$ cat src/rtl/logic_gate_pipe_if.sv
// Handshake bundle for logic_gate_pipe: operand/op input channel and result output channel.
interface logic_gate_pipe_if #(
    parameter int WIDTH = 8
);
    logic             in_valid;
    logic             in_ready;
    logic [WIDTH-1:0] in_a;
    logic [WIDTH-1:0] in_b;
    logic [2:0]       in_op;
    logic             out_valid;
    logic             out_ready;
    logic [WIDTH-1:0] out_y;
    logic [2:0]       out_op;

    modport master (
        output in_valid, in_a, in_b, in_op, out_ready,
        input  in_ready, out_valid, out_y, out_op
    );

    modport slave (
        input  in_valid, in_a, in_b, in_op, out_ready,
        output in_ready, out_valid, out_y, out_op
    );
endinterface

$ cat src/rtl/logic_gate_pipe.sv
// Bitwise gate unit (8 selectable ops) feeding a DEPTH-entry result FIFO, with a
// saturating count of delivered results.
module logic_gate_pipe #(
    parameter int WIDTH = 8,
    parameter int DEPTH = 2,
    parameter int CNT_W = 16
) (
    input  logic                    clk,
    input  logic                    rst,
    logic_gate_pipe_if.slave        bus,
    input  logic                    clear_count,
    output logic [CNT_W-1:0]        xfer_count
);
    localparam int AW = $clog2(DEPTH);

    localparam logic [2:0] OP_NOT  = 3'd0;
    localparam logic [2:0] OP_BUF  = 3'd1;
    localparam logic [2:0] OP_AND  = 3'd2;
    localparam logic [2:0] OP_OR   = 3'd3;
    localparam logic [2:0] OP_NAND = 3'd4;
    localparam logic [2:0] OP_NOR  = 3'd5;
    localparam logic [2:0] OP_XOR  = 3'd6;
    localparam logic [2:0] OP_XNOR = 3'd7;

    localparam logic [AW-1:0]  PTR_ONE  = AW'(1);
    localparam logic [AW:0]    OCC_ONE  = (AW + 1)'(1);
    localparam logic [AW:0]    OCC_FULL = (AW + 1)'(DEPTH);
    localparam logic [CNT_W-1:0] CNT_ONE = CNT_W'(1);

    function automatic logic [WIDTH-1:0] gate_eval(
        input logic [WIDTH-1:0] a,
        input logic [WIDTH-1:0] b,
        input logic [2:0]       op
    );
        logic [WIDTH-1:0] r;
        r = '0;
        case (op)
            OP_NOT:  r = ~a;
            OP_BUF:  r = a;
            OP_AND:  r = a & b;
            OP_OR:   r = a | b;
            OP_NAND: r = ~(a & b);
            OP_NOR:  r = ~(a | b);
            OP_XOR:  r = a ^ b;
            OP_XNOR: r = ~(a ^ b);
            default: r = '0;
        endcase
        return r;
    endfunction

    function automatic logic [CNT_W-1:0] sat_inc(input logic [CNT_W-1:0] c);
        return (&c) ? c : c + CNT_ONE;
    endfunction

    logic [WIDTH-1:0] y_mem  [DEPTH];
    logic [2:0]       op_mem [DEPTH];
    logic [AW-1:0]    wr_ptr;
    logic [AW-1:0]    rd_ptr;
    logic [AW:0]      occ;
    logic             push;
    logic             pop;
    logic [WIDTH-1:0] res_p0;

    // Stage p0: combinational gate evaluation on the accepted operands
    assign res_p0 = gate_eval(bus.in_a, bus.in_b, bus.in_op);

    // in_ready depends only on occupancy, so a same-cycle pop never opens a full FIFO
    assign bus.in_ready  = !rst && (occ < OCC_FULL);
    assign bus.out_valid = (occ != '0);
    assign push          = bus.in_valid && bus.in_ready;
    assign pop           = bus.out_valid && bus.out_ready;

    // Stage p1: FIFO storage; data words carry no reset and are only written on accept
    always_ff @(posedge clk) begin
        if (push) begin
            y_mem[wr_ptr]  <= res_p0;
            op_mem[wr_ptr] <= bus.in_op;
        end
    end

    always_ff @(posedge clk) begin
        if (rst) begin
            wr_ptr <= '0;
            rd_ptr <= '0;
            occ    <= '0;
        end else begin
            if (push) begin
                wr_ptr <= wr_ptr + PTR_ONE;
            end
            if (pop) begin
                rd_ptr <= rd_ptr + PTR_ONE;
            end
            case ({push, pop})
                2'b10:   occ <= occ + OCC_ONE;
                2'b01:   occ <= occ - OCC_ONE;
                default: occ <= occ;
            endcase
        end
    end

    // Head is gated by valid so stale or uninitialised words never reach the outputs
    assign bus.out_y  = bus.out_valid ? y_mem[rd_ptr]  : '0;
    assign bus.out_op = bus.out_valid ? op_mem[rd_ptr] : 3'd0;

    always_ff @(posedge clk) begin
        if (rst || clear_count) begin
            xfer_count <= '0;
        end else if (pop) begin
            xfer_count <= sat_inc(xfer_count);
        end
    end
endmodule

$ cat src/flat_wrapper.sv
// flat-port wrapper written by rule: the top's interface ports become plain ports
module logic_gate_pipe_flat 
#(
    parameter int WIDTH = 8,
    parameter int DEPTH = 2,
    parameter int CNT_W = 16
)
  (clk, rst, clear_count, xfer_count, bus_in_valid, bus_in_a, bus_in_b, bus_in_op, bus_out_ready, bus_in_ready, bus_out_valid, bus_out_y, bus_out_op);
  logic_gate_pipe_if #(.WIDTH(WIDTH)) bus_i ();
  input  logic clk;
  input  logic rst;
  input  logic clear_count;
  output logic [CNT_W-1:0] xfer_count;
  input wire logic [$bits(bus_i.in_valid)-1:0] bus_in_valid;
  input wire logic [$bits(bus_i.in_a)-1:0] bus_in_a;
  input wire logic [$bits(bus_i.in_b)-1:0] bus_in_b;
  input wire logic [$bits(bus_i.in_op)-1:0] bus_in_op;
  input wire logic [$bits(bus_i.out_ready)-1:0] bus_out_ready;
  output wire logic [$bits(bus_i.in_ready)-1:0] bus_in_ready;
  output wire logic [$bits(bus_i.out_valid)-1:0] bus_out_valid;
  output wire logic [$bits(bus_i.out_y)-1:0] bus_out_y;
  output wire logic [$bits(bus_i.out_op)-1:0] bus_out_op;
  assign bus_i.in_valid = bus_in_valid;
  assign bus_i.in_a = bus_in_a;
  assign bus_i.in_b = bus_in_b;
  assign bus_i.in_op = bus_in_op;
  assign bus_i.out_ready = bus_out_ready;
  assign bus_in_ready = bus_i.in_ready;
  assign bus_out_valid = bus_i.out_valid;
  assign bus_out_y = bus_i.out_y;
  assign bus_out_op = bus_i.out_op;
  logic_gate_pipe #(.WIDTH(WIDTH), .DEPTH(DEPTH), .CNT_W(CNT_W)) u_core (.clk(clk), .rst(rst), .bus(bus_i), .clear_count(clear_count), .xfer_count(xfer_count));
endmodule
$ cat config.mk
export PLATFORM = sky130hd
export DESIGN_NAME = logic_gate_pipe_flat
export DESIGN_NICKNAME = d
export VERILOG_FILES = /design/src/rtl/logic_gate_pipe_if.sv /design/src/rtl/logic_gate_pipe.sv /design/src/flat_wrapper.sv
export SDC_FILE = /design/constraint.sdc
export NUM_CORES = 1
export LEC_CHECK = 0
export CORE_ASPECT_RATIO = 0.7
export CORE_MARGIN = 2
export CORE_UTILIZATION = 47
export CTS_CLUSTER_SIZE = 28
export DETAILED_ROUTE_END_ITERATION = 7
export GPL_ROUTABILITY_DRIVEN = 0
export GPL_TIMING_DRIVEN = 0
export HOLD_SLACK_MARGIN = 0.03
export PLACE_DENSITY_LB_ADDON = 0.25
export SKIP_CTS_REPAIR_TIMING = 1
export SYNTH_ARGS = -nofsm -noshare
export SYNTH_HDL_FRONTEND = slang
export SYNTH_SLANG_ARGS = --single-unit
export TNS_END_PERCENT = 1
$ cat constraint.sdc
create_clock -name clk -period 1.6 [get_ports clk]
set_input_delay 0.16 -clock clk [delete_from_list [all_inputs] [get_ports clk]]
set_output_delay 0.16 -clock clk [all_outputs]
set_load 0.01 [all_outputs]
# == Yosys cells after proc, flatten, opt, wreduce, memory -nomap -nowiden ==
# Memory sizes are Yosys's and may differ from the RTL's. A register that Yosys moved wholly into a read port is not among the register bits.
# Cells that the tools add are included.
# W data, S select, Z words.
# classes
add_sub_neg,5
n_lt_le_gt_ge,1
mux,10
n_bitwise,8
eq_ne,9
reduce_logical,10
# ops
op,n
$pmux W8 S8,1
$not A8 Y8,4
$add A16 B1 Y16 const B,1
$reduce_and A16 Y1,1
$eq A3 B3 Y1 const B,4
$and A8 B8 Y8,1
$mux W8,1
$or A8 B8 Y8,1
$xor A8 B8 Y8,1
$eq A3 B2 Y1 const B,2
$mux W1,6
$pmux W2 S2,1
$reduce_bool A2 Y1,2
$eq A3 B1 Y1 const B,1
$logic_and A1 B1 Y1,3
$logic_not A3 Y1,1
$mux W3,1
$add A1 B1 Y1 const B,2
$add A2 B1 Y2 const B,1
$eq A2 B1 Y1 const B,1
$eq A2 B2 Y1 const B,1
$lt A2 B2 Y1 const B,1
$reduce_and A2 Y1,1
$sub A2 B1 Y2 const B,1
other kinds (3),3
# totals
input_bits,24
reg_bits,20
memories,2
ram_bits,22
output_inout_bits,29
# mem_list
memory,depth,width,read_ports,rd_clocked_by_memory_dff,wr,line_no,rtl
u_core.y_mem,2,8,1,1,1,logic_gate_pipe.sv:55,logic [WIDTH-1:0] y_mem [DEPTH];
u_core.op_mem,2,3,1,1,1,logic_gate_pipe.sv:56,logic [2:0] op_mem [DEPTH];

# == Logic depth before layout (Yosys ltp) ==
# Gate-level depths: netlist of the first run.
# logic_depth
word_depth,5
mapped_depth,7

# == Worst setup path after synthesis of the first run ==
# Ideal clock, no wire load.
# synth_timing
kind,register -> register
start,register u_core.xfer_count[3]
end,register u_core.xfer_count[9]
arrival_time_ns,1.676
n_path_buf,1
setup_time_ns,0.070
stages_incl_launch_ff,6
slack_ns,-0.147
path_cell_list,dfxtp_1 > nand4_2 > or3_1 > clkbuf_2 > or4_1 > a21oi_1
# synth_via
elab_chain_cells,3
word_cells_on_any_way,4
# synth_lines
item,line_no,rtl
from (decl),logic_gate_pipe.sv:12,output logic [CNT_W-1:0] xfer_count
from (signal assigned),logic_gate_pipe.sv:109,xfer_count <= sat_inc(xfer_count);
"parallel branches: the longest is 3 deep, another holds $add A16 B1 Y16",n/a,
# Parallel ways; which one is timed is not known.
# A chain may end at the register's enable or synchronous reset.

# == Final worst setup path of the first run ==
# layout_timing
start,register u_core.xfer_count[0]
end,register u_core.xfer_count[5]
# The elaborated chain is that of the path after synthesis.

==> results of run 1 <==
==> cells in the mapped netlist, types with 3 or more instances <==
cell      number
ha_1          18
a221o_1        3
mux2i_1       18
dfxtp_1       21
or3_1          6
nand2_1       21
nor4_1         4
clkbuf_1       9
nand4_1        3
buf_1          3
a21oi_1       16
nand3_1        6
or4_1          5
nor2_1        26
a22o_1         3
nor2b_1        3
a31oi_1        3
xnor2_1        4
o31ai_1        4
nor3_1         6
inv_1         22
o211ai_1       6
edfxtp_1      22
o21ai_0       16
==> sequential cells by signal, indices dropped and copies added (netlist names), named ones only <==
| name | flops |
|---|---|
| u_core.y_mem | 16 |
| u_core.xfer_count | 16 |
| u_core.occ | 2 |
| u_core.op_mem | 6 |
| u_core.wr_ptr | 1 |
| u_core.rd_ptr | 1 |
==> metrics by stage <==
step	utilization, %	hold WS (ns)	power (mW)	TNS [ns]	cells
final	66.2	0.240	3.15	-1.44	416
after global routing	66.2	0.252	3.36	-3.85	416
after CTS	62.9	0.231	3.09	-16.45	413
after detailed placement	61.2	0.485	2.41	-19.89	405
after global placement	61.2	0.479	2.38	-18.41	405
after floorplan	-	0.259	1.94	-0.219	282
==> metal layers <==
layer | up-vias | track usage [%] | part of all wire, %
met3 | 4 | 3.39 | 5.2
met4 | 0 | 3.86 | 0.68
met5 | - | 0 | 0
met2 | 63 | 27.1 | 43
met1 | 1085 | 30.8 | 51
li1 | 1161 | - | -
==> final timing paths <==
path	startpoint	end	slack, ns	cells after the start
max	u_core.xfer_count[0]$_SDFFE_PP0P_	u_core.xfer_count[5]$_SDFFE_PP0P_	-0.20	6
min	rst	u_core.occ[0]$_SDFFE_PP0P_	0.24	2
max reg2reg	u_core.xfer_count[0]$_SDFFE_PP0P_	u_core.xfer_count[5]$_SDFFE_PP0P_	-0.20	6
min reg2reg	u_core.xfer_count[4]$_SDFFE_PP0P_	u_core.xfer_count[4]$_SDFFE_PP0P_	0.48	1
==> worst reg2reg max path: stages, from the launching register on <==
cell,delay [ns]
dfxtp_2,0.40
ha_2,0.23
nand3_1,0.17
or4_1,0.43
clkbuf_1,0.19
nand3_1,0.15
mux2i_1,0.17
==> area by class of cell <==
| class | instances | area share [%] |
|---|---|---|
| inverters | 23 | 2.46 |
| well taps | 72 | 2.56 |
| plain buffers | 12 | 2.49 |
| flip-flops and latches | 43 | 31.5 |
| repair buffers | 55 | 16.5 |
| clock inverters | 3 | 0.712 |
| multi-input cells | 203 | 41.8 |
| clock buffers | 5 | 1.96 |
==> placed cells by master (no fill, tap or decap), drive strengths merged, types with 2 or more instances in the layout <==
cell           count
nor4bb             2
nor3               6
o31ai              4
o21a               2
and4               3
xor2               2
nand2b             2
a21oi             16
a22o               3
nor4               4
clkdlybuf4s50     35
dlymetal6s2s      16
dfxtp             21
xnor2              4
a221oi             2
a221o              3
or4                5
o211ai             6
nor2b              3
nand4              5
inv               23
edfxtp            22
or3                6
clkinv             2
a31oi              3
buf                7
nand3              6
mux2i             18
ha                18
nand2             21
mux2               2
nor2              26
clkbuf            14
o21ai             17
==> where the power goes <==
group	switching, mW	internal [mW]
Sequential	0.0785	1.27
Clock	0.373	0.312
Combinational	0.547	0.569
==> kinds of logic (layout without fill, tap and decap cells) <==
group / after synthesis / after routing / synth area share (%)
buf+inv: 36 / 98 / 5.18
mux: 21 / 21 / 8.55
flops: 43 / 43 / 41.0
xor+xnor: 6 / 6 / 2.00
simple gates: 93 / 93 / 18.5
fa+ha+maj: 18 / 18 / 8.55
compound gates: 65 / 65 / 16.2
==> key figures, run 1 <==
Clock network
  – CTS Buf Count: 5
  – Clk_lat worst skew: 0.29 ns
  – CTS tree: built
  – Clock Tree Buf Depth: 2
  – H-tree levels: 2
  – CTS clk-pin slew, worst paths: 0.08 ns
  – Clk sink count: 43
  – Clk root buf: clkbuf_8

Timing
  – Final setup viols: 18
  – Fin crit share: 113%
  – RSZ-0062 raised after global routing: yes
  – Setup Skew: 0.00743 ns
  – Pin slew with the least headroom to its limit: 0.594 ns
  – Max Clock Freq: 555 MHz
  – Worst slew margin: 60.1%
  – PnR worst setup slack: -0.203 ns
  – Fin crit period: 1.80 ns
  – Final Max Slew Viols: 0
  – Final Hold Fails: 0

Layout
  – Final design instance area without fill: 3510 µm²
  – Area growth, synth to finish: 33.4%
  – Register area: 1110 µm²
  – Diode count: 0
  – Layout cells sized above 1: 15.1%
  – Fillers: 415
  – Fin nets: 385
  – Area of the multi-input gates: 1470 µm²

Outcome
  – Failing checks: negative setup slack
  – Status: finished, violations left

Synthesis
  – Ys async rst share: 0%
  – Sequential-to-total area share from yosys stat: 41.0%
  – Mapped cell area: 2630 µm²
  – Share of Yosys cell area claimed by the top area cell type: 25.1%
  – Synthesized instance count: 282
  – Post-synth top area cell: edfxtp_1
  – Flops & latches, synth: 43
  – Post-synth EDFFs: 22
  – Syn Nets: 324
  – Synth Flop Type: edfxtp_1
  – Mean Syn Cell Area: 9.34 µm²
  – Count of cell types in the netlist: 50
  – Area contributors post-synth: edfxtp_1 (25%), dfxtp_1 (16%), ha_1 (8.6%)
  – Ys Warns: 0

Critical path
  – CP endpoint kind: flip-flop
  – Crit-path max FO: 7
  – Crit-path cells: ha_2 -> nand3_1 -> or4_1 -> clkbuf_1 -> nand3_1 -> mux2i_1
  – CP max stage delay: 0.43 ns
  – WP buf/inv: 1
  – Crit start category: flip-flop
  – CP top delay family: simple AND/OR/NAND/NOR gates
  – Worst Path Required: 1.82 ns
  – Crit Path Class: flip-flop to flip-flop
  – Worst Path Arrival: 2.02 ns
  – Critical Path Most Common Cell: nand3_1
  – Slowest CP cell: or4_1

Die
  – Die area: 6230 µm²
  – Num ports: 53
  – Die height: 66.6 µm
  – Die width: 93.5 µm
  – Initial cell density of the core: 49.6%
  – CORE AREA: 5310 µm²
  – Site Rows: 22

Drt
  – DRC: 0
  – Wirelength, routed: 6000 µm
  – Via density: 5.56
  – Wire per inst: 14.4 µm
  – ANT nets after route: 0
  – Via count: 2,313
  – First DRT Iteration DRCs: 167
  – Pre-Repair DR Iteration Count: 4

Job
  – Max_cap viols: 0

Power and ir drop
  – Pwr dens: 895 nW/µm²
  – Lkg Pwr: 1.51 nW
  – VDD IR max: 0.503 mV

Global route
  – Largest net degree at the start of global routing: 16
  – Number of global-route vias before repair: 1,956
  – Grt ovf: 0
  – Gr usage total: 19.4%
  – First-pass GRT wire length: 9400 µm
  – Initial antenna violation count: 0

Place
  – Detailed placement HPWL: 4400 µm
  – Setup WS pre-CTS: -0.814 ns
  – IO buf count: 51
  – Placed Area: 3250 µm²

Worst hold path
  – Worst Hold Class: input pin to flip-flop
Note: power is estimated with default switching activity, not from simulation.
==> run 2: changes to the inputs <==
- GPL_TIMING_DRIVEN: 0 -> 1
- PLACE_DENSITY_LB_ADDON: 0.25 -> 0.2
==> run 2 against run 1 <==
The run still ends with negative setup slack left; largest power group unchanged; via count grew 12%; first-iteration DRC count grew 4.2%; flip-flop and latch count is the same; non-clock buffer count grew 60; clock skew shrank 0.0034 ns; sequential share of layout area shrank 4.5 points; maximum frequency grew 9.6%; clock power grew 1%; wire length grew 17%; die area is the same; largest cell class unchanged; final area grew 16%; worst hold slack gained 0.21 ns.
==> key figures, run 2 (synthesized netlist as in run 1, its figures left out) <==
Die
  – Site Rows: 22 (unchanged)
  – Die width: 93.5 µm (unchanged)
  – Num ports: 53 (unchanged)
  – Die height: 66.6 µm (unchanged)
  – CORE AREA: 5310 µm² (unchanged)
  – Initial cell density of the core: 49.6% (unchanged)
  – Die area: 6230 µm² (unchanged)

Clock network
  – Clock Tree Buf Depth: 2 (unchanged)
  – Clk root buf: clkbuf_8
  – H-tree levels: 2 (unchanged)
  – CTS Buf Count: 5 (unchanged)
  – CTS clk-pin slew, worst paths: 0.08 ns (about the same)
  – Clk_lat worst skew: 0.29 ns (about the same)
  – Clk sink count: 43 (unchanged)
  – CTS tree: built

Worst hold path
  – Hold depth: 2 (unchanged)
  – Worst Hold Class: input pin to flip-flop
  – Worst Hold Launch: bus_in_op[0]
  – Hold EP: u_core.op_mem[0][0]$_DFFE_PP_

Timing
  – Setup Skew: 0.00407 ns (-0.00336 ns)
  – Worst slew margin: 72.8% (+13 points)
  – Fin crit period: 1.65 ns (-0.158 ns)
  – Max Clock Freq: 608 MHz (+9.6%)
  – RSZ-0062 raised after global routing: yes
  – PnR worst setup slack: -0.0452 ns (+0.158 ns)
  – Pin slew with the least headroom to its limit: 0.407 ns (-0.187 ns)
  – Final Max Slew Viols: 0 (unchanged)
  – Final setup viols: 3 (-15)
  – Fin Setup TNS: -0.0991 ns (+1.34 ns)
  – Final Hold Fails: 0 (unchanged)
  – Final hold slack: 0.454 ns (+0.215 ns)
  – Fin crit share: 103% (-9.9 points)

Global route
  – Global route hottest layer: met2
  – Largest net degree at the start of global routing: 17 (+1)
  – Number of global-route vias before repair: 2,347 (+20%)
  – Global-route met3 utilization: 4.30% (+0.90 points)
  – M2 GR Usage: 34.3% (+7.2 points)
  – Grt met1 use: 34.0% (+3.3 points)
  – First-pass GRT wire length: 11,100 µm (+18%)
  – Initial antenna violation count: 0 (unchanged)
  – Grt ovf: 0 (unchanged)
  – Gr usage total: 22.8% (+3.5 points)

Critical path
  – Reg2reg setup slack: -0.05 ns (+0.16 ns)
  – Worst Path Arrival: 1.87 ns (-0.15 ns)
  – R2r endpoint: u_core.xfer_count[9]$_SDFFE_PP0P_
  – Worst r2r src: u_core.xfer_count[0]$_SDFFE_PP0P_
  – R2R depth: 7 (+1)
  – Crit Path Class: flip-flop to flip-flop
  – Crit-path max FO: 5 (-2)
  – Worst Path Required: 1.83 ns (about the same)
  – CP endpoint kind: flip-flop
  – Crit start category: flip-flop

Layout
  – Layout cells sized above 1: 30.2% (+15 points)
  – Finished Core Util: 76.7% (+11 points)
  – Leading cell type in the layout, fill and taps excluded: buf_4
  – Diode count: 0 (unchanged)
  – Fillers: 376 (-9.4%)
  – Most frequent cells in the layout: buf_4 (72), clkdlybuf4s50_1 (34), nor2_1 (24), inv_1 (22), edfxtp_1 (22)
  – Area growth, synth to finish: 54.7%
  – Fin nets: 445 (+16%)
  – Biggest regs: u_core.xfer_count x16, u_core.y_mem x16, u_core.op_mem x6

Drt
  – Wire per inst: 14.7 µm (+2.2%)
  – First DRT Iteration DRCs: 174 (+4.2%)
  – Wirelength, routed: 7010 µm (+17%)
  – Via count: 2,585 (+12%)
  – DRC: 0 (unchanged)
  – Pre-Repair DR Iteration Count: 7 (+3)
  – Via density: 5.43 (-2.3%)
  – ANT nets after route: 0 (unchanged)

Job
  – Max_cap viols: 0 (unchanged)

Outcome
  – Status: finished, violations left
  – Failing checks: negative setup slack

Place
  – Detailed placement HPWL: 5220 µm (+19%)
  – IO buf count: 52 (+2.0%)
  – Setup WS pre-CTS: -0.364 ns (+0.449 ns)

Power and ir drop
  – Lkg Pwr: 1.87 nW (+24%)
  – VDD IR max: 0.437 mV (-13%)
  – Pwr dens: 815 nW/µm² (-9.0%)
[run 2: cell count changes in the layout (fill, tap and decap cells not counted), moves of 3 or more]
cell      previous run  this run
clkbuf_1             3         0
nor2_2               3         0
clkbuf_2             3         0
clkbuf_4             3         0
buf_4                5        72
[run 2: layout make-up]
class | count | area (µm²) | share of cell area [%]
Multi-Input combinational cell | 203 | 1540 | 37.8
Timing Repair Buffer | 127 | 1170 | 28.6
Sequential cell | 43 | 1100 | 27.0
Tap cell | 72 | 90.1 | 2.21
Inverter | 23 | 86.3 | 2.12
Clock buffer | 5 | 68.8 | 1.69
Clock inverter | 3 | 25.0 | 0.614
[run 2: worst max path at each step]
stage               slack, ns                           endpoint                         startpoint  cells past startpoint
finish                  -0.05  u_core.xfer_count[9]$_SDFFE_PP0P_  u_core.xfer_count[0]$_SDFFE_PP0P_                      7
detailed placement      -0.36  u_core.xfer_count[9]$_SDFFE_PP0P_                      bus_out_ready                      5
floorplan               -0.06  u_core.xfer_count[9]$_SDFFE_PP0P_  u_core.xfer_count[3]$_SDFFE_PP0P_                      5
global route            -0.09  u_core.xfer_count[9]$_SDFFE_PP0P_  u_core.xfer_count[0]$_SDFFE_PP0P_                      7
global placement        -0.29  u_core.xfer_count[9]$_SDFFE_PP0P_                      bus_out_ready                      5
CTS                     -0.53                       bus_out_y[2]         u_core.occ[0]$_SDFFE_PP0P_                      3
[run 2: layer usage]
layer / up-vias / wire, µm / part of all wire, %
met1: 1212 / 3440 / 49
li1: 1284 / - / -
met2: 82 / 3150 / 45
met4: 0 / 72 / 1.0
met5: - / 0 / 0
met3: 7 / 347 / 4.9
[run 2: critical path, cell delays in order (launching register included)]
cell and delay (ns):
dfxtp_4 0.37, ha_4 0.17, nand3_1 0.10, buf_4 0.12, nor3_1 0.04, buf_4 0.15, or4_4 0.49, a21oi_2 0.14
[run 2: through the flow]
stage | instance area [µm²] | cells | total power [mW]
finish | 4080 | 476 | 3.32
global placement | 3810 | 468 | 2.58
global route | 4080 | 476 | 3.52
floorplan | 2650 | 282 | 1.94
CTS | 3900 | 476 | 3.30
detailed placement | 3810 | 468 | 2.61
[run 2: power by group]
part | internal, mW | switching, mW
clock network | 0.312 | 0.381
logic | 0.692 | 0.601
registers | 1.27 | 0.0677
==> run 3: changes to the inputs <==
- CTS_CLUSTER_SIZE: 28 -> 8
==> results of run 3 <==
No change in the layout: final DEF, timing and power equal those of run 2.
